===== config.mk =====
export PLATFORM = sky130hd
export DESIGN_NAME = fifo_bank
export DESIGN_NICKNAME = d
export VERILOG_FILES = /design/src/rtl/fifo_bank_pkg.sv /design/src/rtl/fifo_lane.sv /design/src/rtl/fifo_bank.sv
export SDC_FILE = /design/constraint.sdc
export NUM_CORES = 1
export LEC_CHECK = 0
export BUFFER_PORTS_ARGS = -buffer_cell sky130_fd_sc_hd__buf_2
export CAP_MARGIN = 10
export CORE_AREA = 2 2 189 191
export DETAILED_ROUTE_END_ITERATION = 10
export DIE_AREA = 0 0 191 193
export PLACE_DENSITY_LB_ADDON = 0.3
export SETUP_SLACK_MARGIN = 0.1
export SLEW_MARGIN = 40
export SYNTH_ARGS = -nofsm -noshare
export SYNTH_HDL_FRONTEND = slang
export SYNTH_SLANG_ARGS = --single-unit
export TNS_END_PERCENT = 1

===== constraint.sdc =====
create_clock -name clk -period 3 [get_ports clk]
set_clock_uncertainty 0.15 [all_clocks]
set_input_delay 0.3 -clock clk [delete_from_list [all_inputs] [get_ports clk]]
set_output_delay 0.3 -clock clk [all_outputs]
set_load 0.02 [all_outputs]

===== src/rtl/fifo_bank_pkg.sv =====
// Shared defaults and types for the four-lane FIFO bank.
// Optional feature macro: FIFO_BANK_ERROR_EN (sticky per-lane error flags).
package fifo_bank_pkg;

  localparam int DEFAULT_DATA_W       = 8;
  localparam int DEFAULT_DEPTH        = 8;
  localparam int DEFAULT_ALMOST_FULL  = 6;
  localparam int DEFAULT_ALMOST_EMPTY = 2;

  // Pointer width for a given depth; DEPTH must be a power of two >= 2.
  function automatic int ptr_w(input int depth);
    return $clog2(depth);
  endfunction

  localparam int PTR_W = ptr_w(DEFAULT_DEPTH);

  typedef struct packed {
    logic full;
    logic empty;
    logic almost_full;
    logic almost_empty;
  } lane_flags_t;

endpackage


===== src/rtl/fifo_lane.sv =====
// One circular FIFO lane with registered read data and occupancy flags.
// Optional feature macro: FIFO_BANK_ERROR_EN adds a sticky error output.
module fifo_lane
  import fifo_bank_pkg::*;
#(
  parameter int DATA_W       = DEFAULT_DATA_W,
  parameter int DEPTH        = DEFAULT_DEPTH,
  parameter int ALMOST_FULL  = DEFAULT_ALMOST_FULL,
  parameter int ALMOST_EMPTY = DEFAULT_ALMOST_EMPTY
) (
  input  logic              clk,
  input  logic              reset_L,
  input  logic [DATA_W-1:0] data_in,
  input  logic              valid_in,
  input  logic              pop,
  output logic [DATA_W-1:0] data_out,
  output logic              valid_out,
  output lane_flags_t       flags
`ifdef FIFO_BANK_ERROR_EN
  ,
  output logic              error
`endif
);

  localparam int AW = ptr_w(DEPTH);
  localparam int CW = AW + 1;

  logic [DATA_W-1:0] mem_q [DEPTH];
  logic [AW-1:0]     wr_ptr_q, wr_ptr_d;
  logic [AW-1:0]     rd_ptr_q, rd_ptr_d;
  logic [CW-1:0]     count_q, count_d;
  logic [DATA_W-1:0] data_out_q, data_out_d;
  logic              valid_out_q, valid_out_d;
  logic              pop_ok, push_ok;

  // A full lane still takes a push when a pop frees a slot on the same edge.
  assign pop_ok  = pop && (count_q != '0);
  assign push_ok = valid_in && ((count_q != CW'(DEPTH)) || pop_ok);

  // NOTE: every always_comb output gets a default first so no latch is inferred.
  always_comb begin
    wr_ptr_d    = wr_ptr_q;
    rd_ptr_d    = rd_ptr_q;
    count_d     = count_q;
    data_out_d  = data_out_q;
    valid_out_d = pop_ok;
    if (push_ok) wr_ptr_d = wr_ptr_q + AW'(1);
    if (pop_ok) begin
      rd_ptr_d   = rd_ptr_q + AW'(1);
      data_out_d = mem_q[rd_ptr_q];
    end
    unique case ({push_ok, pop_ok})
      2'b10:   count_d = count_q + CW'(1);
      2'b01:   count_d = count_q - CW'(1);
      default: count_d = count_q;
    endcase
  end

  // NOTE: sequential state uses non-blocking assignments so all flops sample together.
  always_ff @(posedge clk or negedge reset_L) begin
    if (!reset_L) begin
      wr_ptr_q    <= '0;
      rd_ptr_q    <= '0;
      count_q     <= '0;
      data_out_q  <= '0;
      valid_out_q <= 1'b0;
    end else begin
      wr_ptr_q    <= wr_ptr_d;
      rd_ptr_q    <= rd_ptr_d;
      count_q     <= count_d;
      data_out_q  <= data_out_d;
      valid_out_q <= valid_out_d;
    end
  end

  // NOTE: storage has no reset; pointers and count alone define which words are live.
  always_ff @(posedge clk) begin
    if (push_ok) mem_q[wr_ptr_q] <= data_in;
  end

  assign data_out           = data_out_q;
  assign valid_out          = valid_out_q;
  assign flags.full         = (count_q == CW'(DEPTH));
  assign flags.empty        = (count_q == '0);
  assign flags.almost_full  = (count_q >= CW'(ALMOST_FULL));
  assign flags.almost_empty = (count_q <= CW'(ALMOST_EMPTY));

`ifdef FIFO_BANK_ERROR_EN
  logic error_q, error_d;

  // Sticky: a dropped push or an ignored pop latches until reset.
  always_comb begin
    error_d = error_q | (valid_in & ~push_ok) | (pop & ~pop_ok);
  end

  always_ff @(posedge clk or negedge reset_L) begin
    if (!reset_L) error_q <= 1'b0;
    else          error_q <= error_d;
  end

  assign error = error_q;
`endif

endmodule


===== src/rtl/fifo_bank.sv =====
// Four independent FIFO lanes plus a pause backpressure OR of almost_full.
// Optional feature macro: FIFO_BANK_ERROR_EN adds sticky error0..3 outputs.
module fifo_bank
  import fifo_bank_pkg::*;
#(
  parameter int DATA_W       = DEFAULT_DATA_W,
  parameter int DEPTH        = DEFAULT_DEPTH,
  parameter int ALMOST_FULL  = DEFAULT_ALMOST_FULL,
  parameter int ALMOST_EMPTY = DEFAULT_ALMOST_EMPTY
) (
  input  logic              clk,
  input  logic              reset_L,
  input  logic [DATA_W-1:0] dataIn0,
  input  logic [DATA_W-1:0] dataIn1,
  input  logic [DATA_W-1:0] dataIn2,
  input  logic [DATA_W-1:0] dataIn3,
  input  logic              validIn0,
  input  logic              validIn1,
  input  logic              validIn2,
  input  logic              validIn3,
  input  logic              pop0,
  input  logic              pop1,
  input  logic              pop2,
  input  logic              pop3,
  output logic [DATA_W-1:0] dataOut0,
  output logic [DATA_W-1:0] dataOut1,
  output logic [DATA_W-1:0] dataOut2,
  output logic [DATA_W-1:0] dataOut3,
  output logic              validOut0,
  output logic              validOut1,
  output logic              validOut2,
  output logic              validOut3,
  output logic              full0,
  output logic              full1,
  output logic              full2,
  output logic              full3,
  output logic              empty0,
  output logic              empty1,
  output logic              empty2,
  output logic              empty3,
  output logic              almost_full0,
  output logic              almost_full1,
  output logic              almost_full2,
  output logic              almost_full3,
  output logic              almost_empty0,
  output logic              almost_empty1,
  output logic              almost_empty2,
  output logic              almost_empty3,
`ifdef FIFO_BANK_ERROR_EN
  output logic              error0,
  output logic              error1,
  output logic              error2,
  output logic              error3,
`endif
  output logic              pause
);

  logic [DATA_W-1:0] din  [4];
  logic [DATA_W-1:0] dout [4];
  logic [3:0]        vin, popv, vout;
  lane_flags_t       flg  [4];
  logic [3:0]        full_v, empty_v, af_v, ae_v;

  assign din  = '{dataIn0, dataIn1, dataIn2, dataIn3};
  assign vin  = {validIn3, validIn2, validIn1, validIn0};
  assign popv = {pop3, pop2, pop1, pop0};

`ifdef FIFO_BANK_ERROR_EN
  logic [3:0] err_v;
  assign {error3, error2, error1, error0} = err_v;
`endif

  for (genvar i = 0; i < 4; i++) begin : g_lane
    fifo_lane #(
      .DATA_W      (DATA_W),
      .DEPTH       (DEPTH),
      .ALMOST_FULL (ALMOST_FULL),
      .ALMOST_EMPTY(ALMOST_EMPTY)
    ) u_lane (
      .clk      (clk),
      .reset_L  (reset_L),
      .data_in  (din[i]),
      .valid_in (vin[i]),
      .pop      (popv[i]),
      .data_out (dout[i]),
      .valid_out(vout[i]),
`ifdef FIFO_BANK_ERROR_EN
      .error    (err_v[i]),
`endif
      .flags    (flg[i])
    );
    assign full_v[i]  = flg[i].full;
    assign empty_v[i] = flg[i].empty;
    assign af_v[i]    = flg[i].almost_full;
    assign ae_v[i]    = flg[i].almost_empty;
  end

  assign {dataOut3, dataOut2, dataOut1, dataOut0}                 = {dout[3], dout[2], dout[1], dout[0]};
  assign {validOut3, validOut2, validOut1, validOut0}             = vout;
  assign {full3, full2, full1, full0}                             = full_v;
  assign {empty3, empty2, empty1, empty0}                         = empty_v;
  assign {almost_full3, almost_full2, almost_full1, almost_full0} = af_v;
  assign {almost_empty3, almost_empty2, almost_empty1, almost_empty0} = ae_v;
  assign pause = |af_v;

endmodule


Word-level counts from Yosys, hierarchy flattened
Memory sizes are Yosys's and may differ from the RTL's. A register that Yosys moved wholly into a read port is not among the register bits.
Cells that the tools add are included.
Widths: inputs -> output; s select.
{"block": "word_totals", "reg_bits": 44, "latch_bits": 0, "ramBits": 256, "mem_bits_ro": 0, "input_bits": 42, "output_inout_bits": 53, "word_cells": 101, "mem_count": 4}
{"block": "classes", "add_sub_neg": 16, "mul": 0, "div_mod_pow": 0, "n_lt_le_gt_ge": 8, "eq_ne": 16, "shifts": 0, "muxes": 12, "bitwise": 0, "n_reduce_logical": 29}
{"name": "g_lane[0].u_lane.mem_q", "words": 8, "width": 8, "rd": 1, "rd_clocked_by_memory_dff": 1, "write_ports": 1, "line_no": "fifo_lane.sv:28", "source": "logic [DATA_W-1:0] mem_q [DEPTH];"}
{"name": "g_lane[1].u_lane.mem_q", "words": 8, "width": 8, "rd": 1, "rd_clocked_by_memory_dff": 1, "write_ports": 1, "line_no": "fifo_lane.sv:28"}
{"name": "g_lane[2].u_lane.mem_q", "words": 8, "width": 8, "rd": 1, "rd_clocked_by_memory_dff": 1, "write_ports": 1, "line_no": "fifo_lane.sv:28"}
{"name": "g_lane[3].u_lane.mem_q", "words": 8, "width": 8, "rd": 1, "rd_clocked_by_memory_dff": 1, "write_ports": 1, "line_no": "fifo_lane.sv:28"}
{"cell": "$pmux 4 s2", "count": 4}
{"cell": "$add 3x1->3 const B", "count": 8}
{"cell": "$add 4x1->4 const B", "count": 4}
{"cell": "$eq 4x4->1 const B", "count": 4}
{"cell": "$ge 4x3->1 const B", "count": 4}
{"cell": "$le 4x2->1 const B", "count": 4}
{"cell": "$logic_not 4->1", "count": 4}
{"cell": "$ne 4x4->1 const B", "count": 4}
{"cell": "$reduce_bool 4->1", "count": 4}
{"cell": "$sub 4x1->4 const B", "count": 4}
{"cell": "$eq 2x1->1 const B", "count": 4}
{"cell": "$eq 2x2->1 const B", "count": 4}
{"cell": "$logic_and 1x1->1", "count": 8}
{"cell": "$mux 1", "count": 8}
{"cell": "$reduce_bool 2->1", "count": 4}
{"cell": "$logic_not 1->1", "count": 4}
{"cell": "$logic_or 1x1->1", "count": 4}
{"cell": "$reduce_or 4->1", "count": 1}

Longest topological paths before layout
{"block": "logic_depth", "word_depth": 6, "depth_mapped": 10, "depth_no_buf": 9}

Modules after synthesis
Synthesis repeated with hierarchy kept, for this count alone.
{"block": "unflattened", "cells_unflattened": 886, "area_unflattened_um2": 13880.8}
{"mod": "fifo_lane at g_lane[1].u_lane ...", "n_inst": 3, "cells_each": 221, "area_per_inst_um2": 3468.3, "seq_area_each_um2": 2397.3}
{"mod": "fifo_lane at g_lane[0].u_lane", "n_inst": 1, "cells_each": 222, "area_per_inst_um2": 3468.3, "seq_area_each_um2": 2397.3}
{"mod": "fifo_bank", "n_inst": 1, "cells_each": 1, "area_per_inst_um2": 7.5, "seq_area_each_um2": 0.0}

Worst setup path before layout
No wires, ideal clock.
{"block": "synth_timing", "path_kind": "reg2reg", "startpoint": "register g_lane[0].u_lane.count_q[0]", "endpoint": "register g_lane[0].u_lane.count_q[3]", "setup_time_ps": 116, "t_arrival_ps": 2411, "required_time_ps": 2734, "slack_ps": 324, "path_stages_with_launch": 10, "path_cell_list": "dfrtp_1 buf_6 or4b_4 o21a_4 clkinv_2 ha_1 ha_1 a21oi_1 o21ai_0 o311ai_0"}
{"block": "synth_via", "elab_chain_cells": 6, "word_cells_on_any_way": 11, "classes_between": "add/sub: 2; eq/ne: 3; mux: 1; reduce/logical: 5"}
{"item": "start: declaration", "line_no": "fifo_lane.sv:31", "source": "logic [CW-1:0] count_q, count_d;"}
{"item": "start signal: assignment", "line_no": "fifo_lane.sv:70", "source": "count_q <= count_d;"}
{"item": "$reduce_bool 4->1", "line_no": "fifo_lane.sv:37", "source": "assign pop_ok = pop && (count_q != '0);"}
{"item": "$logic_and 1x1->1", "line_no": "fifo_lane.sv:37"}
{"item": "$logic_or 1x1->1", "line_no": "fifo_lane.sv:38", "source": "assign push_ok = valid_in && ((count_q != CW'(DEPTH)) || pop_ok);"}
{"item": "$logic_and 1x1->1", "line_no": "fifo_lane.sv:38"}
{"item": "$eq 2x1->1 / $eq 2x2->1 (equally long branches)", "line_no": "fifo_lane.sv:52", "source": "unique case ({push_ok, pop_ok})"}
{"item": "$pmux 4 s2 / $reduce_bool 2->1 (equally long branches)"}
Several ways; a longest one is shown, not always the timed one.
A chain may end at the register's enable or synchronous reset.

Worst setup path after layout
{"block": "layout_timing", "startpoint": "register g_lane[2].u_lane.count_q[1]", "endpoint": "register g_lane[2].u_lane.count_q[3]"}
{"block": "layout_via", "elab_chain_cells": 6, "word_cells_on_any_way": 11, "classes_between": "add/sub: 2; eq/ne: 3; mux: 1; reduce/logical: 5"}
{"item": "start: declaration", "line_no": "fifo_lane.sv:31"}
{"item": "start signal: assignment", "line_no": "fifo_lane.sv:70"}
{"item": "$reduce_bool 4->1", "line_no": "fifo_lane.sv:37"}
{"item": "$logic_and 1x1->1", "line_no": "fifo_lane.sv:37"}
{"item": "$logic_or 1x1->1", "line_no": "fifo_lane.sv:38"}
{"item": "$logic_and 1x1->1", "line_no": "fifo_lane.sv:38"}
{"item": "$eq 2x1->1 / $eq 2x2->1 (equally long branches)", "line_no": "fifo_lane.sv:52"}
{"item": "$pmux 4 s2 / $reduce_bool 2->1 (equally long branches)"}
Several ways; a longest one is shown, not always the timed one.

==> results.json <==
{
  "worstHoldEndpoint": "g_lane[0].u_lane.wr_ptr_q[1]$_DFFE_PN0P_",
  "synthFlopType": "edfxtp_1",
  "worstHoldStart": "validIn0",
  "r2r_setup_slack_ns": 0.25,
  "syn_avg_cell_area_sq_um": 15.6,
  "status": "finished clean",
  "ys_seq_elements": 332,
  "antenna_found_initial": 1,
  "p_leak_uw": 0.00631,
  "cap_violations": 0,
  "antenna_left": 0,
  "path_max_fanout": 8,
  "finalSetupViolCount": 0,
  "period_minus_slack_ns": 2.75,
  "fin_setup_tns_ns": 0,
  "worst_setup_path_start_kind": "flip-flop",
  "wl_mm": 27.2,
  "instances_no_fill": 1551,
  "vias": 7754,
  "antenna-diode-count": 0,
  "slew_headroom": 0.472,
  "nets": 1126,
  "port_buffers": 94,
  "ys_seq_area_frac": 0.697,
  "grt_max_degree": 39,
  "power.density_nw_per_um2": 1000,
  "dp_hpwl_mm": 17.5,
  "numClockSinks": 332,
  "grt-ovfl-total": 0,
  "synth_nets": 945,
  "fmax_ghz": 0.364,
  "cpMaxStageDelayCell": "or4b_4",
  "hold_slack_ns": 0.0247,
  "ir_drop_v": 0.000558,
  "hold_viol": 0,
  "clk_latency_ns": 0.51,
  "r2r_cells": 8,
  "synth_cell_types": 45,
  "critPathKind": "reg -> reg",
  "die_area_sq_um": 36900,
  "grt_use_total": 0.146,
  "fin_crit_sh": 0.916,
  "drive_gt1_frac": 0.266,
  "layout.cells.most_common_list": "edfxtp_1 (256), buf_2 (93), nand2_1 (82), dfrtp_1 (76), mux2i_1 (69)",
  "cp_data_arrival_time_ns": 3.00,
  "slowest_delay_ns": 0.53,
  "yosys-top-cells-area": "edfxtp_1 (56%), dfrtp_1 (14%), mux2_2 (5.2%)",
  "slew_violations": 0,
  "core-area_sq_um": 35000,
  "drc_errors": 0,
  "cts_buffers": 38,
  "ys_warn_count": 0,
  "clock_path_buffers": 3,
  "synthCells": 880,
  "crit_required_ns": 3.25,
  "drt-vias-per-instance": 5.00,
  "hold_class": "in -> reg",
  "rsz0062_at_grt": "yes",
  "top_level_ports": 95,
  "path_cells": "or4b_4, o21a_4, clkinv_2, ha_2, ha_1, a21oi_1, o21ai_0, o311ai_1",
  "synth_enable_flop_cells": 256,
  "postSynth.asyncResetShare": 0.229,
  "grt_pass1_wl_mm": 41.9,
  "worstReg2RegEnd": "g_lane[2].u_lane.count_q[3]$_DFFE_PN0P_",
  "wl_per_cell_um": 17.5,
  "htree_num_levels": 2,
  "tightest_slew_ns": 0.788,
  "area_growth_pct": 20.4,
  "clockRootBuffer": "clkbuf_16",
  "yosysTopAreaCell": "edfxtp_1",
  "final_common_cell": "edfxtp_1",
  "place.gp.congestion": 0.782,
  "fp.dieW_um": 191,
  "dp_cells": 1446,
  "dr.pass1.iters": 4,
  "fill_cells": 3037,
  "core.rowCount": 69,
  "reg2reg_from": "g_lane[2].u_lane.count_q[1]$_DFFE_PN0P_",
  "cts_tree": "built",
  "die_h_um": 193,
  "synth_top_area_share": 0.558,
  "drt_iter0_markers": 372,
  "cts_setup_buffers": 0,
  "endpoint_kind": "flip-flop",
  "path_clk_slew_ns": 0.06,
  "grt_pass1_vias": 7634,
  "synth_area_sq_um": 13800,
  "min_path_cells": 4,
  "start_util": 0.394
}
-- worst max path at each step --
stage	start	to	slack (ns)	cells past startpoint
6_report	g_lane[2].u_lane.count_q[1]$_DFFE_PN0P_	g_lane[2].u_lane.count_q[3]$_DFFE_PN0P_	0.25	8
5_1_grt	g_lane[3].u_lane.count_q[0]$_DFFE_PN0P_	g_lane[3].u_lane.count_q[3]$_DFFE_PN0P_	0.05	8
4_1_cts	g_lane[2].u_lane.count_q[1]$_DFFE_PN0P_	g_lane[2].u_lane.count_q[3]$_DFFE_PN0P_	0.14	8
3_5_place_dp	g_lane[2].u_lane.count_q[1]$_DFFE_PN0P_	g_lane[2].u_lane.count_q[3]$_DFFE_PN0P_	0.15	8
3_3_place_gp	g_lane[2].u_lane.count_q[1]$_DFFE_PN0P_	g_lane[2].u_lane.count_q[3]$_DFFE_PN0P_	0.23	8
2_1_floorplan	g_lane[0].u_lane.count_q[0]$_DFFE_PN0P_	g_lane[0].u_lane.count_q[3]$_DFFE_PN0P_	0.32	9
-- through the flow --
stage | worst slack (ns) | cell area, sq um | power (uW) | util
finish | 0.253 | 16600 | 16600 | 0.474
detailed placement | 0.149 | 15000 | 12200 | 0.428
floorplan | 0.324 | 13800 | 10600 | -
CTS | 0.143 | 16600 | 16800 | 0.474
global placement | 0.227 | 15000 | 12100 | 0.428
global route | 0.0490 | 16600 | 17500 | 0.474
-- where the power goes --
part	switching (uW)	internal, uW	leakage, uW	total (uW)
logic	3140	2320	0.00247	5470
clock network	1740	2800	0.000608	4530
registers	587	6010	0.00323	6600
total	5470	11100	0.00631	16600
-- cell type report --
type                       count  area (sq um)  share of cell area
multi-input combinational    480          3840               0.232
sequential                   332          9590               0.579
tap                          461           577              0.0348
clock inverter                11           104             0.00627
timing repair buffer         180          1210              0.0729
clock buffer                  58          1140              0.0689
inverter                      29           113             0.00679
-- synthesized netlist by cell type (all sizes together) (4+ instances only) --
cell,number
inv,26
a221o,32
or3,4
o41ai,4
or4b,4
o21ai,42
nor3,19
o22ai,32
mux2i,69
nor2,19
mux2,65
a21o,5
o21a,4
xor2,5
nand2b,15
dfrtp,76
edfxtp,256
buf,36
xnor2,21
nand2,82
nor2b,4
a211oi,4
nor4,10
fa,4
ha,19
a21oi,4
-- layer usage --
metal	routed length (um)	share of wire	global-route usage
met1	12500	0.46	0.200
met2	13300	0.49	0.247
met3	989	0.036	0.0214
met4	501	0.018	0.0391
met5	0	0	0
-- logic make-up (layout without fill, tap and decap cells) --
group,after synthesis,after routing,synth area share
DFF,332,332,0.697
and+or+nand+nor,165,165,0.0583
muxes,134,134,0.104
buffers and inverters,68,278,0.0274
adders and majority gates,23,23,0.0231
AOI/OAI and AO/OA,132,132,0.0745
xor gates and xnor gates,26,26,0.0165
-- flip-flops by register name (all words and copies together) (netlist names) --
name,cells
g_lane.u_lane.valid_out,4
g_lane.u_lane.data_out,32
g_lane.u_lane.mem_q,256
g_lane.u_lane.wr_ptr_q,12
g_lane.u_lane.rd_ptr_q,12
g_lane.u_lane.count_q,16
-- critical path, delay by kind of cell (launching register included) --
kind	cells	cell delay, ns
compound gates	4	0.88
fa+ha+maj	2	0.52
buf+inv	1	0.10
flops	1	0.47
simple gates	1	0.53
-- repair_timing --
item	CTS	global route
gates resized for setup	0	4
endpoints found under the setup margin	0	3
endpoints found under the hold margin	295	0
hold buffers	36	0
(Power assumes the default switching activity.)
